<file path="src/rtl/fifo_stream_pkg.sv">
// ============================================================================
// Module   : fifo_stream_pkg
// Purpose  : Shared types and FIFO word layout helpers for the stream packer.
// Revision : 1.0 - initial release
// ============================================================================
`default_nettype none

package fifo_stream_pkg;

   typedef enum logic [0:0] {
      FILL = 1'b0,
      HOLD = 1'b1
   } state_t;

   // FIFO word is {last, keep[ratio-1:0], data[ratio*in_w-1:0]}
   function automatic int f_word_width(input int in_w, input int ratio);
      return in_w * ratio + ratio + 1;
   endfunction

   function automatic int f_keep_lsb(input int in_w, input int ratio);
      return in_w * ratio;
   endfunction

   function automatic int f_last_bit(input int in_w, input int ratio);
      return in_w * ratio + ratio;
   endfunction

   localparam int c_DEF_IN_WIDTH = 8;
   localparam int c_DEF_RATIO    = 4;
   localparam int c_DEF_KEEP_LSB = f_keep_lsb(c_DEF_IN_WIDTH, c_DEF_RATIO);
   localparam int c_DEF_LAST_BIT = f_last_bit(c_DEF_IN_WIDTH, c_DEF_RATIO);

endpackage

`default_nettype wire

</file>
<file path="src/rtl/fifo_stream_packer.sv">
// ============================================================================
// Module   : fifo_stream_packer
// Purpose  : Packs a narrow framed byte stream into keep/last-tagged FIFO words.
// Revision : 1.0 - initial release
// ============================================================================
`default_nettype none

module fifo_stream_packer
   import fifo_stream_pkg::*;
#(
   parameter int G_IN_WIDTH  = 8,
   parameter int G_RATIO     = 4,
   parameter int G_CNT_WIDTH = 16
) (
   input  logic                                          i_clkW,
   input  logic                                          i_arstnW,
   input  logic                                          i_valid,
   output logic                                          o_ready,
   input  logic [G_IN_WIDTH-1:0]                         i_data,
   input  logic                                          i_last,
   input  logic                                          i_flush,
   output logic                                          o_wren,
   output logic [f_word_width(G_IN_WIDTH, G_RATIO)-1:0]  o_dataW,
   input  logic                                          i_full,
   output logic [G_CNT_WIDTH-1:0]                        o_words,
   output logic [G_CNT_WIDTH-1:0]                        o_frames
);

   localparam int c_DATA_W   = G_IN_WIDTH * G_RATIO;
   localparam int c_WORD_W   = f_word_width(G_IN_WIDTH, G_RATIO);
   localparam int c_LAST_BIT = f_last_bit(G_IN_WIDTH, G_RATIO);
   localparam int c_LANE_W   = $clog2(G_RATIO);
   localparam logic [c_LANE_W-1:0] c_LAST_LANE = c_LANE_W'(G_RATIO - 1);

   state_t                  r_state;
   state_t                  w_state_nxt;
   logic [c_DATA_W-1:0]     r_acc_data;
   logic [c_DATA_W-1:0]     w_acc_data_nxt;
   logic [G_RATIO-1:0]      r_acc_keep;
   logic [G_RATIO-1:0]      w_acc_keep_nxt;
   logic                    r_acc_last;
   logic                    w_acc_last_nxt;
   logic [c_LANE_W-1:0]     r_lane;
   logic [c_LANE_W-1:0]     w_lane_nxt;
   logic                    r_wren;
   logic                    w_wren_nxt;
   logic [c_WORD_W-1:0]     r_dataW;
   logic [c_WORD_W-1:0]     w_dataW_nxt;
   logic [G_CNT_WIDTH-1:0]  r_words;
   logic [G_CNT_WIDTH-1:0]  r_frames;

   logic                    w_take;
   logic                    w_accept;
   logic                    w_slot_free;
   logic                    w_complete;
   logic [c_DATA_W-1:0]     w_ins_data;
   logic [G_RATIO-1:0]      w_ins_keep;
   logic                    w_ins_last;

   assign w_take      = i_valid && (r_state == FILL);
   assign w_accept    = r_wren && !i_full;
   assign w_slot_free = !r_wren || w_accept;

   // Accumulator contents as they would be after including this cycle's beat
   always_comb begin
      w_ins_data = r_acc_data;
      w_ins_keep = r_acc_keep;
      for (int k = 0; k < G_RATIO; k++) begin
         if (w_take && (r_lane == c_LANE_W'(k))) begin
            w_ins_data[k*G_IN_WIDTH +: G_IN_WIDTH] = i_data;
            w_ins_keep[k]                          = 1'b1;
         end
      end
      w_ins_last = w_take && i_last;
      w_complete = (r_state == FILL) &&
                   ((w_take && ((r_lane == c_LAST_LANE) || i_last)) ||
                    (i_flush && (|w_ins_keep)));
   end

   always_comb begin
      w_state_nxt    = r_state;
      w_acc_data_nxt = r_acc_data;
      w_acc_keep_nxt = r_acc_keep;
      w_acc_last_nxt = r_acc_last;
      w_lane_nxt     = r_lane;
      w_wren_nxt     = r_wren && !w_accept;
      w_dataW_nxt    = r_dataW;
      o_ready        = (r_state == FILL);
      unique case (r_state)
         FILL: begin
            if (w_complete) begin
               w_lane_nxt = '0;
               if (w_slot_free) begin
                  w_dataW_nxt    = {w_ins_last, w_ins_keep, w_ins_data};
                  w_wren_nxt     = 1'b1;
                  w_acc_data_nxt = '0;
                  w_acc_keep_nxt = '0;
                  w_acc_last_nxt = 1'b0;
               end else begin
                  w_acc_data_nxt = w_ins_data;
                  w_acc_keep_nxt = w_ins_keep;
                  w_acc_last_nxt = w_ins_last;
                  w_state_nxt    = HOLD;
               end
            end else if (w_take) begin
               w_acc_data_nxt = w_ins_data;
               w_acc_keep_nxt = w_ins_keep;
               w_lane_nxt     = r_lane + c_LANE_W'(1);
            end
         end
         HOLD: begin
            if (w_accept) begin
               w_dataW_nxt    = {r_acc_last, r_acc_keep, r_acc_data};
               w_wren_nxt     = 1'b1;
               w_acc_data_nxt = '0;
               w_acc_keep_nxt = '0;
               w_acc_last_nxt = 1'b0;
               w_state_nxt    = FILL;
            end
         end
         default: w_state_nxt = FILL;
      endcase
   end

   always_ff @(posedge i_clkW or negedge i_arstnW) begin
      if (!i_arstnW) begin
         r_state <= FILL;
      end else begin
         r_state <= w_state_nxt;
      end
   end

   always_ff @(posedge i_clkW or negedge i_arstnW) begin
      if (!i_arstnW) begin
         r_acc_data <= '0;
         r_acc_keep <= '0;
         r_acc_last <= 1'b0;
         r_lane     <= '0;
         r_wren     <= 1'b0;
         r_dataW    <= '0;
      end else begin
         r_acc_data <= w_acc_data_nxt;
         r_acc_keep <= w_acc_keep_nxt;
         r_acc_last <= w_acc_last_nxt;
         r_lane     <= w_lane_nxt;
         r_wren     <= w_wren_nxt;
         r_dataW    <= w_dataW_nxt;
      end
   end

   always_ff @(posedge i_clkW or negedge i_arstnW) begin
      if (!i_arstnW) begin
         r_words  <= '0;
         r_frames <= '0;
      end else if (w_accept) begin
         r_words <= r_words + G_CNT_WIDTH'(1);
         if (r_dataW[c_LAST_BIT]) begin
            r_frames <= r_frames + G_CNT_WIDTH'(1);
         end
      end
   end

   assign o_wren   = r_wren;
   assign o_dataW  = r_dataW;
   assign o_words  = r_words;
   assign o_frames = r_frames;

endmodule

`default_nettype wire

</file>
<file path="config.mk">
export PLATFORM = sky130hd
export DESIGN_NAME = fifo_stream_packer
export DESIGN_NICKNAME = d
export VERILOG_FILES = /design/src/rtl/fifo_stream_pkg.sv /design/src/rtl/fifo_stream_packer.sv
export SDC_FILE = /design/constraint.sdc
export NUM_CORES = 1
export LEC_CHECK = 0
export CORE_MARGIN = 8
export CORE_UTILIZATION = 45
export DETAILED_ROUTE_END_ITERATION = 6
export PLACE_DENSITY = 0.7
export SLEW_MARGIN = 20
export SYNTH_ARGS = -nofsm -noshare
export SYNTH_HDL_FRONTEND = slang
export SYNTH_SLANG_ARGS = --single-unit
</file>
<file path="constraint.sdc">
create_clock -name i_clkW -period 5.7 [get_ports i_clkW]
set_clock_uncertainty 0.1 [all_clocks]
set_input_delay 0.57 -clock i_clkW [delete_from_list [all_inputs] [get_ports i_clkW]]
set_output_delay 0.57 -clock i_clkW [all_outputs]
set_load 0.05 [all_outputs]
</file>
; ---- Word level (Yosys, flattened, before mapping)
; Index checks and enable logic that the tools add are counted.
[totals]
reg_bits = 110
latch_bits = 0
ramBits = 0
romBits = 0
input_bits = 14
out_inout_bits = 71
elab_cells = 81
memories = 0
[classes]
addsub = 3
multipliers = 0
div = 0
order_cmp = 0
eq_ne = 7
shift = 0
muxes = 36
bitwise_logic = 1
n_reduce_logical = 25
[ops]
columns = op, n
row1 = 32-bit 2-to-1 mux, 4
row2 = 37-bit 2-to-1 mux, 3
row3 = 37-bit one-hot mux with 2 select lines, 1
row4 = 32-bit one-hot mux with 2 select lines, 1
row5 = 16-bit by 1-bit adder with 16-bit output (second input constant), 2
row6 = 8-bit 2-to-1 mux, 4
row7 = 4-bit 2-to-1 mux, 4
row8 = 1-bit 2-to-1 mux, 13
row9 = 1-bit logical AND, 11
row10 = 4-bit one-hot mux with 2 select lines, 1
row11 = 2-bit AND reduction, 4
row12 = 2-bit by 1-bit inequality test with 1-bit output (second input constant), 3
row13 = 1-bit one-hot mux with 2 select lines, 3
row14 = 2-bit == test (second input constant), 2
row15 = 2-bit 2-to-1 mux, 2
row16 = 4-bit OR reduction, 1
row17 = 1-bit logical NOT, 3
row18 = 1-bit logical OR, 3
row19 = 3-bit by 1-bit inequality test with 1-bit output (second input constant), 1
row20 = 3-bit AND reduction, 1
row21 = 2-bit by 1-bit adder with 2-bit output (second input constant), 1
row22 = 2-bit by 1-bit == test with 1-bit output (second input constant), 1
row23 = 2-bit logical NOT, 1
row24 = 2-bit nonzero test, 1
row25 = 1-bit inverter, 1

; ---- Depth between registers and ports, before layout
[depth]
word_depth = 10
ltp_mapped = 9
depth_no_buf = 7

; ---- Worst setup path before layout
; No wires, ideal clock.
[synth_timing]
path_kind = register to register
from = register r_wren (netlist: o_wren)
to = register r_dataW[10] (netlist: o_dataW[10])
setup_time_ns = 0.125
t_arrival_ns = 2.097
path_slack_ns = 3.378
stages_incl_launch_ff = 8
path_buffers = 3
period_less_slack_ns = 2.322
path_cell_list = dfrtp_1 > nor2b_1 > clkbuf_1 > nand2_1 > a21bo_1 > buf_6 > buf_6 > mux2_4
[synth_via]
elab_chain_cells = 4
word_cells_on_any_way = 6
cone_classes = 2 x eq/ne / 4 x reduce/logical
[synth_lines]
columns = element, line_no
row1 = start: declaration, fifo_stream_packer.sv:45  ; logic r_wren;
row2 = start signal: assignment, fifo_stream_packer.sv:146  ; r_wren <= w_wren_nxt;
row3 = 1-bit logical NOT or 1-bit logical AND (tied branches), "fifo_stream_packer.sv:62, fifo_stream_packer.sv:61"
row4 = 1-bit logical OR, fifo_stream_packer.sv:62  ; assign w_slot_free = !r_wren || w_accept;
row5 = 2-bit by 1-bit inequality test with 1-bit output (no line), -
row6 = 3-bit AND reduction (no line) *, -
row7 = end signal: assignment, fifo_stream_packer.sv:147  ; r_dataW <= w_dataW_nxt;
row8 = end: declaration, fifo_stream_packer.sv:47  ; logic [c_WORD_W-1:0] r_dataW;
; Every way passes the cells marked *; elsewhere a longest branch is shown, timed or not.
; A chain may end at the register's enable or synchronous reset.

; ---- Worst setup path after layout
[layout_timing]
from = input i_valid
to = register r_dataW[25] (netlist: o_dataW[25])
[layout_via]
elab_chain_cells = 9
word_cells_on_any_way = 20
cone_classes = 1 x eq/ne / 8 x mux / 11 x reduce/logical
[layout_lines]
columns = element, line_no
row1 = start: declaration, fifo_stream_packer.sv:17  ; input logic i_valid,
row2 = 1-bit logical AND *, fifo_stream_packer.sv:60  ; assign w_take = i_valid && (r_state == FILL);
row3 = 1-bit logical AND, fifo_stream_packer.sv:69  ; if (w_take && (r_lane == c_LANE_W'(k))) begin
row4 = 1-bit 2-to-1 mux, fifo_stream_packer.sv:69
row5 = 4-bit OR reduction, fifo_stream_packer.sv:77  ; (i_flush && (|w_ins_keep)));
row6 = 1-bit logical AND, fifo_stream_packer.sv:77
row7 = 1-bit logical OR, fifo_stream_packer.sv:76  ; ((w_take && ((r_lane == c_LAST_LANE) || i_last)) ||
row8 = 1-bit logical AND, fifo_stream_packer.sv:75  ; w_complete = (r_state == FILL) &&
row9 = 2-bit by 1-bit inequality test with 1-bit output (no line), -
row10 = 3-bit AND reduction (no line), -
; Every way passes the cells marked *; elsewhere a longest branch is shown, timed or not. The select of a mux whose other input is x is not followed.

==> qor.txt <==
fmax = 280 MHz
FF+latch count, synth = 110
Yosys cell types = 42
Min Hold Slack = 103 ps
Syn Std Cell Area = 0.00496 mm^2
HPWL Detailed = 7670 um
synth warn = 0
R2R Path Start = r_state
maximum clock path buffer count = 2
ys async rst share = 1.00
H-tree levels = 3
Syn Inst Count = 369
vias = 3243
Final min period = 3570 ps
unrepaired setup endpoints after global routing = no
storage element area = 0.00275 mm^2
status = completed
Net Sw Power = 1.33 mW
sw frac = 0.418
Residual DRC = 0
Commonest cells post-synth = 110 x dfrtp_1, 38 x mux2_2, 30 x a22o_1, 30 x nand2_1, 27 x mux2_4
Clock power frac = 0.142
Critical Path RT = 5840 ps
internal power = 1.86 mW
vias per inst = 5.38
synth top area cells = dfrtp_1 56%, mux2_2 8.6%, mux2_4 8.2%, a22o_1 5.3%, xnor2_1 3.7%
DP Area = 0.00593 mm^2
final worst-path cycle share = 0.626
total congestion overflow = 0
area of the multi-input gates = 0.00213 mm^2
number of synthesized flops with an enable pin = 0
initial antenna violation count = 0
Arr. time, crit path = 3710 ps
post-layout util = 0.567
Row Count = 38
sequential share of the synthesized area = 0.555
Clock Tree Root = clkbuf_8
Setup Crit Path Kind = in2reg
core box area = 0.0108 mm^2
most used flip-flop cell after synthesis = dfrtp_1
Area Overhead vs Synth = 23.4%
Die ar. = 0.0146 mm^2
Hold Crit Class = in2async
Critical Path Source Type = input pin
largest area contributor in the netlist = dfrtp_1
PD cells = 521 mW/mm^2
area fraction of the dominant cell type after synthesis = 0.555
Post-CTS Repair Setup Buffers = 0
Fin. Hold Viols = 0
routability cong. = 0.835
Total GRT Usage = 0.151
post-route cell area = 0.00612 mm^2
Initial Utilization = 0.459
post_cts resized = 0
Crit Path Max Fanout = 25
WL/cell = 17.9 um
Syn Nets = 389
Filler cells = 902
vias in the first global route = 3395
leakage power = 2.86 nW
Initial DRC Count = 192
Avg Inst Size Synth = 13.4 um^2
Nets = 479
final max-slew violation count = 0
clk sinks = 110
Worst R2R Path Depth = 7
Clock transition at path regs = 90 ps
Setup crit end kind = flip-flop
final setup fails = 0
Chip Height = 121 um
Setup TNS = 0 ps
Least-Margin Pin Slew = 795 ps
DRT antenna net count = 0
layout cells sized above 1 = 0.205
relative slew slack = 0.470
Clock Latency Late Sink = 360 ps
Die X = 121 um
routed wire length = 10800 um
io pins = 85
total CTS buffers = 9
worst r2r dst = o_dataW[25]
Tot Pwr = 3.19 mW
antenna cell count = 0
Post-CTS Hold Buffers = 0
Gate power share = 0.496
part of the power in registers = 0.362
1st-pass router iterations = 4
max cap viols = 0
global-route wire length before repair = 17800 um
maximum vdd drop = 0.287 mV
dominant cell by count in the synthesized netlist = dfrtp_1
FF-to-FF setup slack = 2290 ps
Port-buffer cells = 84
CTS tree = done
largest net degree at the start of global routing = 64
worst max-delay path by stage:
stage	start	endpoint	slack [ps]
3_5_place_dp	i_valid	o_dataW[24]	1740
4_1_cts	i_valid	o_dataW[25]	2140
5_1_grt	i_valid	o_dataW[17]	1970
3_3_place_gp	i_valid	o_dataW[19]	1870
6_report	i_valid	o_dataW[25]	2130
2_1_floorplan	o_wren	o_dataW[10]	3380
flip-flops by register name (all words and copies together) (netlist names):
signal and count:
r_state 1, r_lane 2, o_words 16, r_acc_keep 4, o_frames 16, o_wren 1
r_acc_last 1, r_acc_data 32, o_dataW 37
stage by stage:
step                      cells  setup WS, ps
after floorplan             369          3380
after global placement      588          1870
after detailed placement    588          1740
after CTS                   603          2140
after global routing        603          1970
final                       603          2130
cells in the final DEF, fill, tap and decap left out, types with 2 or more instances in the layout:
cell type        Yosys  layout
dfrtp_1            110     110
clkdlybuf4s50_1      0      83
mux2_2              38      38
nand2_1             30      30
a22o_1              30      30
mux2_4              27      27
xnor2_1             21      21
xor2_1              10      10
clkbuf_8             0      10
nor2_1               9       9
nand3_1              8       8
and3_1               7       7
nand4_1              7       7
nand2b_1             6       6
ha_1                 6       6
nor3_1               5       5
o21ai_1              4       4
a21oi_1              4       4
o21a_1               4       4
buf_4                0       4
inv_1                3       3
nor2_2               3       3
mux2i_1              3       3
o221a_2              3       3
mux2_1               3       3
or2_2                2       2
o21ai_0              2       2
and4_1               2       2
clkinv_2             0       2
cell families after synthesis:
group / after synthesis / share of synthesized area
AOI/OAI and AO/OA: 53 / 0.0891
DFF: 110 / 0.555
buffers and inverters: 12 / 0.0156
and+or+nand+nor: 86 / 0.0891
muxes: 71 / 0.181
xor gates and xnor gates: 31 / 0.0548
adders and majority gates: 6 / 0.0151
power groups by stage:
| stage | registers (mW) | clock network (mW) | logic (mW) |
|---|---|---|---|
| after floorplan | 1.53 | 0 | 0.772 |
| after global placement | 1.16 | 0 | 1.56 |
| after detailed placement | 1.16 | 0 | 1.59 |
| after CTS | 1.15 | 0.470 | 1.59 |
| after global routing | 1.18 | 0.500 | 1.68 |
| final | 1.15 | 0.453 | 1.58 |
worst max-delay path, stage by stage:
cell	delay, ps
clkdlybuf4s50_1	570
and2b_1	430
o21ai_1	200
a221oi_2	260
buf_4	250
a21bo_2	690
buf_4	400
mux2_4	330
cell type report:
class	count	area share
well taps	140	0.0286
repair buffers	87	0.141
inverters	4	0.00245
clock buffers	11	0.0231
flip-flops and latches	110	0.450
clock inverters	4	0.00777
multi-input cells	247	0.348
layer usage:
layer  vias to the layer above  share of wire  GRT usage
met3                        16          0.070     0.0344
met1                      1617           0.46      0.209
li1                       1504              -          -
met2                       106           0.45      0.223
met4                         0          0.021     0.0640
met5                         -              0          0
Power figures use the tool's default switching activity.
